==> src/rtl/defines.sv <==
// Shared pipeline widths for the M and WB stages.
`ifndef WORD_SIZE
`define WORD_SIZE 32
`endif
`ifndef INSTR_TYPE_SZ
`define INSTR_TYPE_SZ 4
`endif
`ifndef ROB_ENTRY_WIDTH
`define ROB_ENTRY_WIDTH 6
`endif
`ifndef M_WB_Q_DEPTH
`define M_WB_Q_DEPTH 2
`endif

==> src/rtl/m_wb_stage_queue_pkg.sv <==
// M->WB payload layout and default queue depth, shared by the M and WB stages.
`ifndef WORD_SIZE
`define WORD_SIZE 32
`endif
`ifndef INSTR_TYPE_SZ
`define INSTR_TYPE_SZ 4
`endif
`ifndef ROB_ENTRY_WIDTH
`define ROB_ENTRY_WIDTH 6
`endif
`ifndef M_WB_Q_DEPTH
`define M_WB_Q_DEPTH 2
`endif

package m_wb_stage_queue_pkg;

    localparam int WORD_SIZE       = `WORD_SIZE;
    localparam int INSTR_TYPE_SZ   = `INSTR_TYPE_SZ;
    localparam int ROB_ENTRY_WIDTH = `ROB_ENTRY_WIDTH;
    localparam int M_WB_Q_DEPTH    = `M_WB_Q_DEPTH;

    typedef struct packed {
        logic [INSTR_TYPE_SZ-1:0]   instruction_type;
        logic [WORD_SIZE-1:0]       pc;
        logic                       exception;
        logic [WORD_SIZE-1:0]       virtual_addr_exception;
        logic [WORD_SIZE-1:0]       aluResult;
        logic [ROB_ENTRY_WIDTH-1:0] rob_id;
    } m_wb_payload_t;

endpackage

==> src/rtl/m_wb_stage_queue_if.sv <==
// Handshake and payload bundle between the M stage, the queue and WB.
interface m_wb_stage_queue_if
    import m_wb_stage_queue_pkg::*;
#(
    parameter int DEPTH = M_WB_Q_DEPTH
) ();
    localparam int CNT_W = $clog2(DEPTH + 1);

    logic                       flush;
    logic                       in_valid;
    logic                       in_ready;
    logic [INSTR_TYPE_SZ-1:0]   instruction_type;
    logic [WORD_SIZE-1:0]       pc;
    logic                       exception;
    logic [WORD_SIZE-1:0]       virtual_addr_exception;
    logic [WORD_SIZE-1:0]       aluResult;
    logic [ROB_ENTRY_WIDTH-1:0] rob_id;

    logic                       out_valid;
    logic                       out_ready;
    logic [INSTR_TYPE_SZ-1:0]   instruction_type_out;
    logic [WORD_SIZE-1:0]       pc_out;
    logic                       exception_out;
    logic [WORD_SIZE-1:0]       virtual_addr_exception_out;
    logic [WORD_SIZE-1:0]       aluResult_out;
    logic [ROB_ENTRY_WIDTH-1:0] rob_id_out;
    logic [CNT_W-1:0]           count;

    modport slave (
        input  flush, in_valid, instruction_type, pc, exception,
               virtual_addr_exception, aluResult, rob_id, out_ready,
        output in_ready, out_valid, instruction_type_out, pc_out, exception_out,
               virtual_addr_exception_out, aluResult_out, rob_id_out, count
    );

    modport master (
        output flush, in_valid, instruction_type, pc, exception,
               virtual_addr_exception, aluResult, rob_id, out_ready,
        input  in_ready, out_valid, instruction_type_out, pc_out, exception_out,
               virtual_addr_exception_out, aluResult_out, rob_id_out, count
    );
endinterface

==> src/rtl/sync_fifo_ptr_ctrl.sv <==
// Payload-agnostic read/write pointer, occupancy and flush bookkeeping for a
// power-of-two synchronous FIFO; ready/valid are registered from occupancy.
module sync_fifo_ptr_ctrl #(
    parameter  int DEPTH = 2,
    localparam int PTR_W = $clog2(DEPTH),
    localparam int CNT_W = $clog2(DEPTH + 1)
) (
    input  logic             clk,
    input  logic             reset,
    input  logic             flush,
    input  logic             in_valid,
    input  logic             out_ready,
    output logic             in_ready,
    output logic             out_valid,
    output logic             push,
    output logic             pop,
    output logic [PTR_W-1:0] wr_ptr,
    output logic [PTR_W-1:0] rd_ptr,
    output logic [CNT_W-1:0] count
);
    logic [PTR_W-1:0] wr_ptr_q, wr_ptr_d;
    logic [PTR_W-1:0] rd_ptr_q, rd_ptr_d;
    logic [CNT_W-1:0] count_q, count_d;
    logic             in_ready_q, in_ready_d;
    logic             out_valid_q, out_valid_d;

    assign push = in_valid && in_ready_q;
    assign pop  = out_valid_q && out_ready;

    always_comb begin
        wr_ptr_d = wr_ptr_q;
        rd_ptr_d = rd_ptr_q;
        count_d  = count_q;
        if (flush) begin
            wr_ptr_d = '0;
            rd_ptr_d = '0;
            count_d  = '0;
        end else begin
            if (push) wr_ptr_d = wr_ptr_q + PTR_W'(1);
            if (pop)  rd_ptr_d = rd_ptr_q + PTR_W'(1);
            if (push && !pop)      count_d = count_q + CNT_W'(1);
            else if (pop && !push) count_d = count_q - CNT_W'(1);
        end
        // ready/valid are stored alongside count so neither output has a
        // combinational path from out_ready.
        in_ready_d  = (count_d != CNT_W'(DEPTH));
        out_valid_d = (count_d != '0);
    end

    always_ff @(posedge clk or negedge reset) begin
        if (!reset) begin
            wr_ptr_q    <= '0;
            rd_ptr_q    <= '0;
            count_q     <= '0;
            in_ready_q  <= 1'b1;
            out_valid_q <= 1'b0;
        end else begin
            wr_ptr_q    <= wr_ptr_d;
            rd_ptr_q    <= rd_ptr_d;
            count_q     <= count_d;
            in_ready_q  <= in_ready_d;
            out_valid_q <= out_valid_d;
        end
    end

    assign wr_ptr    = wr_ptr_q;
    assign rd_ptr    = rd_ptr_q;
    assign count     = count_q;
    assign in_ready  = in_ready_q;
    assign out_valid = out_valid_q;
endmodule

==> src/rtl/m_wb_stage_queue.sv <==
// DEPTH-entry in-order queue between the memory stage and writeback, with
// flush and occupancy; the head payload is held in a register.
module m_wb_stage_queue
    import m_wb_stage_queue_pkg::*;
#(
    parameter  int DEPTH = M_WB_Q_DEPTH,
    localparam int CNT_W = $clog2(DEPTH + 1)
) (
    input  logic                clk,
    input  logic                reset,
    m_wb_stage_queue_if.slave   bus
);
    localparam int PTR_W = $clog2(DEPTH);

    logic             push, pop;
    logic [PTR_W-1:0] wr_ptr, rd_ptr, rd_next;
    logic [CNT_W-1:0] count;

    m_wb_payload_t    in_payload;
    m_wb_payload_t    mem_q [DEPTH];
    m_wb_payload_t    head_q, head_d;

    sync_fifo_ptr_ctrl #(.DEPTH(DEPTH)) u_ptr_ctrl (
        .clk       (clk),
        .reset     (reset),
        .flush     (bus.flush),
        .in_valid  (bus.in_valid),
        .out_ready (bus.out_ready),
        .in_ready  (bus.in_ready),
        .out_valid (bus.out_valid),
        .push      (push),
        .pop       (pop),
        .wr_ptr    (wr_ptr),
        .rd_ptr    (rd_ptr),
        .count     (count)
    );

    assign in_payload = '{
        instruction_type:       bus.instruction_type,
        pc:                     bus.pc,
        exception:              bus.exception,
        virtual_addr_exception: bus.virtual_addr_exception,
        aluResult:              bus.aluResult,
        rob_id:                 bus.rob_id
    };

    assign rd_next = rd_ptr + PTR_W'(1);

    always_ff @(posedge clk) begin
        if (push && !bus.flush) mem_q[wr_ptr] <= in_payload;
    end

    // Head register tracks the entry that will sit at rd_ptr after this edge;
    // an entry written this cycle into an otherwise-empty slot comes straight
    // from the input bus.
    always_comb begin
        head_d = head_q;
        if (!bus.flush) begin
            if (pop) begin
                if (count == CNT_W'(1)) begin
                    if (push) head_d = in_payload;
                end else begin
                    head_d = mem_q[rd_next];
                end
            end else if (count == '0 && push) begin
                head_d = in_payload;
            end
        end
    end

    always_ff @(posedge clk or negedge reset) begin
        if (!reset) head_q <= '0;
        else        head_q <= head_d;
    end

    assign bus.instruction_type_out       = head_q.instruction_type;
    assign bus.pc_out                     = head_q.pc;
    assign bus.exception_out              = head_q.exception;
    assign bus.virtual_addr_exception_out = head_q.virtual_addr_exception;
    assign bus.aluResult_out              = head_q.aluResult;
    assign bus.rob_id_out                 = head_q.rob_id;
    assign bus.count                      = count;
endmodule

==> src/flat_wrapper.sv <==
// flat-port wrapper written by rule: the top's interface ports become plain ports
module m_wb_stage_queue_flat import m_wb_stage_queue_pkg::*;
#(
    parameter  int DEPTH = M_WB_Q_DEPTH,
    localparam int CNT_W = $clog2(DEPTH + 1)
)
  (clk, reset, bus_flush, bus_in_valid, bus_instruction_type, bus_pc, bus_exception, bus_virtual_addr_exception, bus_aluResult, bus_rob_id, bus_out_ready, bus_in_ready, bus_out_valid, bus_instruction_type_out, bus_pc_out, bus_exception_out, bus_virtual_addr_exception_out, bus_aluResult_out, bus_rob_id_out, bus_count);
  m_wb_stage_queue_if #(.DEPTH(DEPTH)) bus_i ();
  input  logic clk;
  input  logic reset;
  input wire logic [$bits(bus_i.flush)-1:0] bus_flush;
  input wire logic [$bits(bus_i.in_valid)-1:0] bus_in_valid;
  input wire logic [$bits(bus_i.instruction_type)-1:0] bus_instruction_type;
  input wire logic [$bits(bus_i.pc)-1:0] bus_pc;
  input wire logic [$bits(bus_i.exception)-1:0] bus_exception;
  input wire logic [$bits(bus_i.virtual_addr_exception)-1:0] bus_virtual_addr_exception;
  input wire logic [$bits(bus_i.aluResult)-1:0] bus_aluResult;
  input wire logic [$bits(bus_i.rob_id)-1:0] bus_rob_id;
  input wire logic [$bits(bus_i.out_ready)-1:0] bus_out_ready;
  output wire logic [$bits(bus_i.in_ready)-1:0] bus_in_ready;
  output wire logic [$bits(bus_i.out_valid)-1:0] bus_out_valid;
  output wire logic [$bits(bus_i.instruction_type_out)-1:0] bus_instruction_type_out;
  output wire logic [$bits(bus_i.pc_out)-1:0] bus_pc_out;
  output wire logic [$bits(bus_i.exception_out)-1:0] bus_exception_out;
  output wire logic [$bits(bus_i.virtual_addr_exception_out)-1:0] bus_virtual_addr_exception_out;
  output wire logic [$bits(bus_i.aluResult_out)-1:0] bus_aluResult_out;
  output wire logic [$bits(bus_i.rob_id_out)-1:0] bus_rob_id_out;
  output wire logic [$bits(bus_i.count)-1:0] bus_count;
  assign bus_i.flush = bus_flush;
  assign bus_i.in_valid = bus_in_valid;
  assign bus_i.instruction_type = bus_instruction_type;
  assign bus_i.pc = bus_pc;
  assign bus_i.exception = bus_exception;
  assign bus_i.virtual_addr_exception = bus_virtual_addr_exception;
  assign bus_i.aluResult = bus_aluResult;
  assign bus_i.rob_id = bus_rob_id;
  assign bus_i.out_ready = bus_out_ready;
  assign bus_in_ready = bus_i.in_ready;
  assign bus_out_valid = bus_i.out_valid;
  assign bus_instruction_type_out = bus_i.instruction_type_out;
  assign bus_pc_out = bus_i.pc_out;
  assign bus_exception_out = bus_i.exception_out;
  assign bus_virtual_addr_exception_out = bus_i.virtual_addr_exception_out;
  assign bus_aluResult_out = bus_i.aluResult_out;
  assign bus_rob_id_out = bus_i.rob_id_out;
  assign bus_count = bus_i.count;
  m_wb_stage_queue #(.DEPTH(DEPTH)) u_core (.clk(clk), .reset(reset), .bus(bus_i));
endmodule
==> config.mk <==
export PLATFORM = sky130hd
export DESIGN_NAME = m_wb_stage_queue_flat
export DESIGN_NICKNAME = d
export VERILOG_FILES = /design/src/rtl/defines.sv /design/src/rtl/m_wb_stage_queue_pkg.sv /design/src/rtl/m_wb_stage_queue_if.sv /design/src/rtl/sync_fifo_ptr_ctrl.sv /design/src/rtl/m_wb_stage_queue.sv /design/src/flat_wrapper.sv
export SDC_FILE = /design/constraint.sdc
export NUM_CORES = 1
export LEC_CHECK = 0
export BUFFER_PORTS_ARGS = -buffer_cell sky130_fd_sc_hd__buf_2
export CAP_MARGIN = 10
export CORE_UTILIZATION = 52
export DETAILED_ROUTE_END_ITERATION = 6
export PLACE_DENSITY_LB_ADDON = 0.05
export SLEW_MARGIN = 25
export SYNTH_ARGS = -nofsm -noshare
export SYNTH_HDL_FRONTEND = slang
export SYNTH_SLANG_ARGS = --single-unit
==> constraint.sdc <==
create_clock -name clk -period 10.7 [get_ports clk]
set_input_delay 0.535 -clock clk [delete_from_list [all_inputs] [get_ports clk]]
set_output_delay 0.535 -clock clk [all_outputs]
set_load 0.02 [all_outputs]
==> results of run 1 <==
## power groups by stage
stage	clock [W]	combinational [W]	sequential, W
after floorplan	0	0.000518	0.00200
after global placement	0	0.00110	0.00180
after detailed placement	0	0.00111	0.00180
after CTS	0.00130	0.00111	0.00178
after global routing	0.00135	0.00118	0.00180
final	0.00127	0.00111	0.00177
## kinds of logic after synthesis
logic type                 Yosys count
muxes                              214
xor gates and xnor gates             3
and+or+nand+nor                    123
AOI/OAI and AO/OA                  118
buffers and inverters               74
DFF                                327
adders and majority gates            2
## how the worst max path moves through the flow
stage,start,to,slack (ps)
after floorplan,u_core.u_ptr_ctrl.in_ready,u_core.mem_q[1][0],1350
after global routing,u_core.u_ptr_ctrl.in_ready,u_core.bus.aluResult_out[18],7420
final,u_core.u_ptr_ctrl.in_ready,u_core.bus.aluResult_out[13],7550
after global placement,u_core.u_ptr_ctrl.in_ready,u_core.bus.aluResult_out[7],7540
after CTS,u_core.u_ptr_ctrl.count[1],u_core.bus.virtual_addr_exception_out[12],7530
after detailed placement,u_core.u_ptr_ctrl.count[1],u_core.bus.virtual_addr_exception_out[12],7550
## cell usage after synthesis, types with 2 or more instances
cell type / number / share of area, %
a211o_1: 2 / 0.13
nand2_1: 4 / 0.11
dfrtp_1: 112 / 21
inv_1: 2 / 0.056
edfxtp_1: 214 / 48
a22o_1: 107 / 7.0
a21oi_1: 3 / 0.11
buf_2: 13 / 0.49
buf_1: 13 / 0.36
a311o_1: 2 / 0.15
mux2i_1: 214 / 16
ha_1: 2 / 0.19
nor2_1: 3 / 0.084
nand3_1: 109 / 4.1
clkbuf_1: 45 / 1.3
a211oi_1: 2 / 0.11
## per-stage QoR
step	instance area (um2)	setup WS (ps)	hold slack [ps]	cells
2_1_floorplan	13410	1350	239.4	861
3_3_place_gp	14770	7536	482.9	1354
3_5_place_dp	14770	7551	485.5	1354
4_1_cts	16010	7533	126.4	1420
5_1_grt	16050	7416	142.6	1425
6_report	16050	7549	83.88	1427
## registers in the layout, indices dropped and copies added, names as in the netlist
signal,flops
u_core.bus.pc_out,32
u_core.bus.exception_out,1
u_core.u_ptr_ctrl.rd_ptr,1
u_core.bus.aluResult_out,32
u_core.u_ptr_ctrl.wr_ptr,1
u_core.mem_q,214
u_core.u_ptr_ctrl.out_valid,1
u_core.u_ptr_ctrl.count,2
u_core.bus.rob_id_out,6
u_core.bus.instruction_type_out,4
u_core.u_ptr_ctrl.in_ready,1
u_core.bus.virtual_addr_exception_out,32
## per-layer routing
layer	vias up	share of wire, %
li1	3771	-
met1	4180	45
met2	253	47
met3	50	5.6
met4	4	2.2
met5	-	0.075
## layout make-up
cell class              instances  area share (%)
diodes                          6         0.09353
inverters                       2         0.04677
flip-flops and latches        327           57.70
well taps                     330           2.572
multi-input cells             460           24.15
repair buffers                236           7.755
clock inverters                15           1.208
clock buffers                  51           6.469
## critical path: cells and delay by family (launching register included)
| family | cells | cell delay, ps |
|---|---|---|
| flops | 1 | 1060 |
| simple gates | 1 | 410 |
| compound gates | 2 | 1040 |
| buf+inv | 1 | 420 |
==> run_results.csv, run 1 <==
group,metric,value,unit
synth,synth-simple-area-share,4.656,%
synth,synthAdderAreaFrac,0.1866,%
route,routed_wl,30.51,mm
worst_setup_path,criticalPathCategory,"reg2reg",
cells_and_area,final_cell_mix,"buf_2, mux2i_1, edfxtp_1",
synth,synth-edff-count,214,
global_route,met2_usage,36.91,%
placement,numPortBuffers,222,
floorplan,die_y,162.6,um
worst_setup_path,worst-path-max-fanout,61,
route,vias,8258,
global_route,grt_use_met1,32.72,%
clocking,htreeDepth,2,
worst_setup_path,critPathArrivalTime,3540,ps
flow_run,maxCapViolations,0,
floorplan,fp.dieW,162.6,um
cells_and_area,syn_to_final_growth,19.71,%
placement,dpl.hpwl,16.76,mm
global_route,track_usage,23.29,%
clocking,clock-sinks,327,
pwr,power_density,258.7,nW/um2
cells_and_area,layout-drive-gt1-share,27.41,%
clocking,hold_buffers,0,
worst_setup_path,critPathSlowestCell,"dfstp_4",
floorplan,core,25250,um2
pwr,p_sw,0.001320,W
worst_setup_path,critical_path.reg2reg.endpoint,"u_core.bus.aluResult_out[13]",
sta,fmax,317.3,MHz
sta,finalCritPeriodShare,29.45,%
cells_and_area,ff_latch_area,9263,um2
sta,setup_tns,0,ps
worst_setup_path,ff2ff_path_depth,4,
floorplan,initial_utilization,53.10,%
route,viasPerCell,5.787,
clocking,worst_skew_pair.late_latency,520,ps
worst_setup_path,rrSetupSlack,7550,ps
synth,ys_async_sr_fraction,34.56,%
pwr,power_frac_clock,30.6,%
cells_and_area,fillers,1922,
route,first_iter_violations,607,
global_route,grt_pass1_wl,47.46,mm
cells_and_area,layout.nets,1177,
synth,netlist_area,13410,um2
synth,syn-num-nets,975,
synth,netlist_instances,861,
synth,ys_ff_latch,327,
worst_setup_path,end_kind,"register",
sta,tightestPinTransition,1057,ps
clocking,path_clk_slew,60,ps
synth,ys.flop_type,"edfxtp_1",
clocking,numCtsBuffers,36,
synth,ys_seq_area_share,69.01,%
sta,min_period,3151,ps
pwr,peakVddDrop,0.1992,mV
worst_setup_path,cp_slowest_stage_delay,1060,ps
pwr,sequentialPowerShare,42.7,%
synth,synth_area_per_cell,15.58,um2
clocking,cts_setup_buffers,0,
sta,finalSetupViolCount,0,
route,drc,0,
global_route,overflow,0,
global_route,antenna_found_initial,6,
sta,hold_violations,0,
sta,skew,18.43,ps
run_status,outcome,"completed",
floorplan,io_pins,223,
placement,gp_congestion,0.7169,
pwr,finalPower,0.004152,W
synth,synth-compound-area-share,7.623,%
pwr,p_int,0.002832,W
floorplan,fp-row-count,58,
synth,yosys_warnings,0,
floorplan,die_area,26440,um2
pwr,cellLeakagePower,6.928,nW
worst_setup_path,start_kind,"register",
global_route,grt_max_degree,85,
clocking,cts_resized,0,
worst_setup_path,crit_required,11080,ps
route,wl_per_cell,21.38,um
global_route,gr-max-usage-layer,"met2",
worst_setup_path,cp_cell_sequence,"nand2_1 > a211o_4 > buf_4 > a22o_1",
min_path,hp-class,"in2async",
cells_and_area,multi_input_area,3877,um2
global_route,grt.met3_usage,4.304,%
global_route,first_global_vias,8381,
sta,drv_slew,0,
route,ant_nets,0,
cells_and_area,final_common_cell,"buf_2",
clocking,root_buffer,"clkbuf_16",
pwr,switching_share,31.79,%
route,drtPass1Iterations,5,
sta,rsz0062_at_grt,"false",
clocking,cts_tree,"done",
cells_and_area,utilization,63.57,%
worst_setup_path,r2r-start,"u_core.u_ptr_ctrl.in_ready",
clocking,clock_path_buffers,3,
synth,synth-xor-area-share,0.2986,%
synth,synth_cell_types,30,
pwr,comb_power_share,26.7,%
synth,muxShareOfSynthArea,15.97,%
synth,synth_top_family_by_area,"multiplexers",
sta,slew_headroom,29.53,%
Note: power is estimated with default switching activity, not from simulation.
==> run 2, diff against run 1 <==
Clock period 10.7 ns to 3 ns, I/O delays scaled along.
==> run 2 against run 1 <==
  * Final cell count grew 7.1%
  * Power grew to 3.5 times the previous value
  * Utilization grew 4.4 points
  * Critical path depth grew 2
  * Count of clock-buffer cells in the layout grew 1
  * Critical path type unchanged
  * Critical endpoint is now u_core.bus.virtual_addr_exception_out[26]
  * Largest cell class unchanged
  * Highest routed layer is now met4
==> run_results.csv, run 2 (same netlist as run 1, synthesis figures left out) <==
group,metric,value,unit
clocking,cts_setup_buffers,0,
clocking,root_buffer,"clkbuf_16",
floorplan,die_area,26440,um2
placement,gp_congestion,0.7317,
worst_setup_path,criticalPathCategory,"reg2reg",
floorplan,die_y,162.6,um
pwr,peakVddDrop,0.5768,mV
floorplan,initial_utilization,53.10,%
sta,rsz0062_at_grt,"false",
worst_setup_path,start_kind,"register",
sta,finalCritPeriodShare,79.06,%
route,routed_wl,31.09,mm
pwr,p_sw,0.004668,W
worst_setup_path,startpoint,"u_core.u_ptr_ctrl.count[0]",
clocking,worst_skew_pair.late_latency,500,ps
cells_and_area,layout-drive-gt1-share,24.27,%
pwr,cellLeakagePower,7.380,nW
floorplan,core,25250,um2
placement,numPortBuffers,222,
sta,hold_violations,0,
cells_and_area,top_register,"u_core.mem_q",
worst_setup_path,end_kind,"register",
pwr,switching_share,31.72,%
cells_and_area,syn_to_final_growth,27.91,%
pwr,power_density,858.0,nW/um2
clocking,cts_resized,0,
clocking,htreeDepth,2,
cells_and_area,final_cell_mix,"buf_2, mux2i_1, edfxtp_1",
global_route,first_global_vias,8899,
cells_and_area,fillers,1755,
clocking,clock_path_buffers,3,
worst_setup_path,r2r-start,"u_core.u_ptr_ctrl.count[0]",
global_route,overflow,0,
clocking,numCtsBuffers,35,
global_route,antenna_found_initial,0,
route,viasPerCell,5.687,
sta,slew_headroom,43.04,%
global_route,track_usage,23.72,%
clocking,cts_tree,"done",
cells_and_area,layout.nets,1287,
global_route,grt_pass1_wl,48.52,mm
clocking,clock-sinks,327,
pwr,p_int,0.01005,W
run_status,outcome,"completed",
worst_setup_path,crit_required,3440,ps
global_route,grt_max_degree,108,
route,vias,8696,
sta,skew,15.66,ps
pwr,power_frac_clock,29.0,%
route,drtPass1Iterations,5,
clocking,path_clk_slew,60,ps
floorplan,fp.dieW,162.6,um
sta,drv_slew,0,
worst_setup_path,critPathArrivalTime,2810,ps
placement,dpl.hpwl,16.37,mm
cells_and_area,final_common_cell,"buf_2",
pwr,sequentialPowerShare,42.4,%
route,wl_per_cell,20.33,um
flow_run,maxCapViolations,0,
sta,setup_tns,0,ps
sta,finalSetupViolCount,0,
clocking,hold_buffers,109,
min_path,min_from,"bus_out_ready",
worst_setup_path,worst-path-max-fanout,58,
sta,tightestPinTransition,854.3,ps
route,first_iter_violations,554,
pwr,comb_power_share,28.5,%
min_path,hp-class,"in2reg",
route,drc,0,
floorplan,fp-row-count,58,
sta,min_period,2372,ps
sta,whs,182.7,ps
sta,fmax,421.6,MHz
floorplan,io_pins,223,
route,ant_nets,0,
cells_and_area,diodes,0,
cells_and_area,largest_reg_flops,214,
==> run 2: changes by cell type in the layout (fill, tap and decap cells not counted), sizes merged <==
| cell | before | now |
|---|---|---|
| buf | 236 | 238 |
| clkbuf | 51 | 52 |
| clkinvlp | 2 | 0 |
| diode | 6 | 0 |
| inv | 5 | 2 |
| dlygate4sd3 | 0 | 109 |
| bufinv | 4 | 3 |
| clkinv | 6 | 8 |
==> run 2: layout make-up <==
cell class                 count  area (um2)  area share [%]
sequential                   327        9263           54.00
multi-input combinational    460        3897           22.72
timing repair buffer         347        2427           14.15
clock buffer                  52        1022           5.960
tap                          330       412.9           2.407
clock inverter                11       122.6          0.7149
inverter                       2       7.507         0.04377
==> run 2: worst paths after layout <==
path	depth (start not counted)	slack, ps	end
worst max-delay path	6	630	u_core.bus.virtual_addr_exception_out[26]
worst min-delay path	3	180	u_core.u_ptr_ctrl.count[1]
worst max register to register	6	630	u_core.bus.virtual_addr_exception_out[26]
worst min register to register	1	500	u_core.bus.virtual_addr_exception_out[31]
max in group asynchronous	3	1920	u_core.u_ptr_ctrl.in_ready
min in group asynchronous	2	270	u_core.bus.pc_out[24]
==> run 2: worst max-delay path, cell delays in order, from the launching register on <==
cell     delay (ps)
dfrtp_1         500
inv_1           120
ha_1            210
a21oi_1         300
a211o_4         580
buf_12          370
a22o_1          210
==> run 2: per-stage QoR <==
step | setup slack [ps] | instances | instance area (um2) | utilization, % | power, W
floorplan | -911.6 | 861 | 13440 | - | 0.008950
global placement | 683.8 | 1357 | 14920 | 59.07 | 0.01036
detailed placement | 606.9 | 1357 | 14920 | 59.07 | 0.01043
CTS | 595.0 | 1529 | 17150 | 67.92 | 0.01484
global route | 444.9 | 1529 | 17150 | 67.92 | 0.01536
finish | 628.1 | 1529 | 17150 | 67.92 | 0.01472
==> run 2: metal layers <==
layer | vias to the layer above | global-route usage (%) | routed length [um]
li1 | 3978 | - | -
met1 | 4399 | 31.79 | 13650
met2 | 263 | 39.04 | 14980
met3 | 56 | 4.304 | 1712
met4 | 0 | 8.284 | 749
met5 | - | 0 | 0
==> run 2: power groups by stage <==
stage	sequential (W)	combinational (W)	clock, W
2_1_floorplan	0.00710	0.00185	0
3_3_place_gp	0.00631	0.00404	0
3_5_place_dp	0.00630	0.00413	0
4_1_cts	0.00624	0.00424	0.00436
5_1_grt	0.00635	0.00449	0.00453
6_report	0.00625	0.00420	0.00427
==> run 3, diff against run 2 <==
Settings changed: ABC_AREA set to 1.
Clock period 3 ns to 2.2 ns, I/O delays scaled along.
==> run 3 against run 2 <==
  * Critical path type unchanged
  * Die area rose by 1.1%
  * First-iteration DRC count rose by 44%
  * Final cell count rose by 36%
  * Flip-flop and latch count did not move
  * Worst hold slack got worse by 76 ps
  * Area after synthesis rose by 1.1%
  * Critical path depth rose by 2
  * Worst setup slack got worse by 380 ps
  * Highest routed layer unchanged
  * Clock power rose by 34%
  * Sequential share of layout area fell by 0.63 points
  * Register-to-register slack got worse by 380 ps
==> run_results.csv, run 3 <==
group,metric,value,unit
run_status,outcome,"completed",
sta,fmax,512.6,MHz
cells_and_area,diodes,0,
synth,ys_top_cells_by_count,"nand2_1, edfxtp_1, dfrtp_1, o21ai_0, clkbuf_1",
placement,dpl.hpwl,17.59,mm
global_route,grt_pass1_wl,52.82,mm
floorplan,fp-row-count,58,
clocking,cts_setup_buffers,0,
worst_setup_path,cp_slowest_stage_delay,620,ps
global_route,antenna_found_initial,0,
synth,ys.flop_type,"edfxtp_1",
route,vias,10490,
global_route,first_global_vias,10220,
floorplan,fp.dieW,163.5,um
floorplan,die_area,26730,um2
route,drc,0,
floorplan,die_y,163.5,um
pwr,finalPower,0.01994,W
synth,synth_top_area_cell,"edfxtp_1",
min_path,hp-class,"in2async",
sta,skew,19.01,ps
clocking,worst_skew_pair.late_latency,510,ps
clocking,numCtsBuffers,36,
cells_and_area,top_register,"u_core.mem_q",
synth,synth-edff-count,214,
clocking,htreeDepth,2,
global_route,overflow,0,
worst_setup_path,start_kind,"register",
clocking,clock_path_buffers,3,
sta,hold_violations,0,
synth,netlist_top_cells_area,"edfxtp_1, nand2_1, dfrtp_1",
synth,syn-num-nets,1525,
worst_setup_path,crit_family,"buffers and inverters",
route,drtPass1Iterations,5,
synth,netlist_instances,1411,
synth,yosys_warnings,0,
sta,drv_slew,0,
synth,synth_most_common_cell,"nand2_1",
clocking,cts_resized,0,
worst_setup_path,worstPathBufferInverterCount,3,
sta,tightestPinTransition,783.3,ps
route,wl_per_cell,16.06,um
synth,synth_area_per_cell,9.611,um2
synth,ys_seq_area_share,68.25,%
cells_and_area,syn_to_final_growth,27.92,%
pwr,cellLeakagePower,8.093,nW
worst_setup_path,end_kind,"register",
route,first_iter_violations,797,
worst_setup_path,critPathSlowestCell,"buf_4",
sta,setup_tns,0,ps
placement,numPortBuffers,222,
cells_and_area,final_common_cell,"nand2_1",
clocking,path_clk_slew,60,ps
global_route,grt_max_degree,108,
floorplan,initial_utilization,53.39,%
worst_setup_path,critPathArrivalTime,2400,ps
pwr,power_density,1149,nW/um2
placement,gp_congestion,0.7812,
synth,ys_ff_latch,327,
sta,finalSetupViolCount,0,
sta,slew_headroom,47.78,%
sta,finalCritPeriodShare,88.68,%
route,viasPerCell,5.042,
cells_and_area,utilization,68.30,%
synth,yosysTopAreaCellShare,47.39,%
sta,min_period,1951,ps
worst_setup_path,crit_required,2650,ps
cells_and_area,layout.nets,1839,
worst_setup_path,worst-path-max-fanout,67,
flow_run,maxCapViolations,0,
pwr,peakVddDrop,0.6640,mV
clocking,root_buffer,"clkbuf_16",
clocking,cts_tree,"done",
clocking,hold_buffers,111,
worst_setup_path,cp_cell_sequence,"inv_1 > ha_1 > inv_1 > a21oi_1 > o21ai_4 > buf_4 > nand2_1 > nand2_1",
synth,ys_async_sr_fraction,34.56,%
cells_and_area,layout-drive-gt1-share,17.65,%
route,routed_wl,33.42,mm
global_route,grt.met3_usage,4.749,%
clocking,clock-sinks,327,
worst_setup_path,criticalPathCategory,"reg2reg",
cells_and_area,largest_reg_flops,214,
global_route,track_usage,25.38,%
global_route,grt_use_met1,33.80,%
sta,rsz0062_at_grt,"false",
synth,synth_cell_types,18,
cells_and_area,fillers,2040,
global_route,met2_usage,42.72,%
global_route,gr-max-usage-layer,"met2",
floorplan,io_pins,223,
route,ant_nets,0,
cells_and_area,final_cell_mix,"nand2_1, buf_2, edfxtp_1",
synth,netlist_area,13560,um2
floorplan,core,25400,um2
[run 3: cell type report]
type / instances / area, um2 / share of cell area, %
Clock buffer: 51 / 998.5 / 5.756
Clock inverter: 13 / 117.6 / 0.6780
Inverter: 11 / 48.80 / 0.2813
Multi-Input combinational cell: 993 / 3963 / 22.84
Sequential cell: 327 / 9259 / 53.38
Tap cell: 330 / 412.9 / 2.380
Timing Repair Buffer: 356 / 2547 / 14.69
[run 3: cell families (layout without fill, tap and decap cells)]
logic type | after synthesis | count (layout) | synth area share (%)
AOI/OAI and AO/OA | 112 | 112 | 4.226
and+or+nand+nor | 879 | 879 | 24.46
buffers and inverters | 91 | 431 | 2.879
DFF | 327 | 327 | 68.25
adders and majority gates | 2 | 2 | 0.1845
[run 3: stage by stage]
stage          instances  hold slack [ps]  cell area [um2]  setup WS [ps]
4_1_cts             2081            115.3            17350          270.1
3_5_place_dp        1906            109.8            15120          287.6
6_report            2081            107.2            17350          249.0
3_3_place_gp        1906            106.5            15120          389.9
2_1_floorplan       1411           -185.6            13590         -640.2
5_1_grt             2081            143.3            17350          68.89
[run 3: metal layers]
layer,part of all wire [%],vias to the layer above
met4,1.9,0
met5,0,-
li1,-,5162
met2,48,348
met1,44,4937
met3,6.5,45
[run 3: worst paths after layout]
| kind | startpoint | end | slack, ps | cells past startpoint |
|---|---|---|---|---|
| hold / removal | reset | u_core.bus.virtual_addr_exception_out[24] | 110 | 2 |
| max in group asynchronous | reset | u_core.bus.pc_out[7] | 1430 | 3 |
| min in group clk | bus_virtual_addr_exception[31] | u_core.mem_q[1][69] | 330 | 2 |
| setup / recovery | u_core.u_ptr_ctrl.count[0] | u_core.bus.virtual_addr_exception_out[26] | 250 | 8 |
| setup reg to reg | u_core.u_ptr_ctrl.count[0] | u_core.bus.virtual_addr_exception_out[26] | 250 | 8 |
| hold reg to reg | u_core.bus.pc_out[3] | u_core.bus.pc_out[3] | 470 | 2 |
[run 3: report_power, final]
part           leakage, nW  total (W)  internal, W  switching (W)
logic                 4.19    0.00581      0.00185        0.00396
registers             3.37    0.00842      0.00780       0.000611
clock network        0.530    0.00571      0.00331        0.00240
total                 8.09     0.0199       0.0130        0.00698
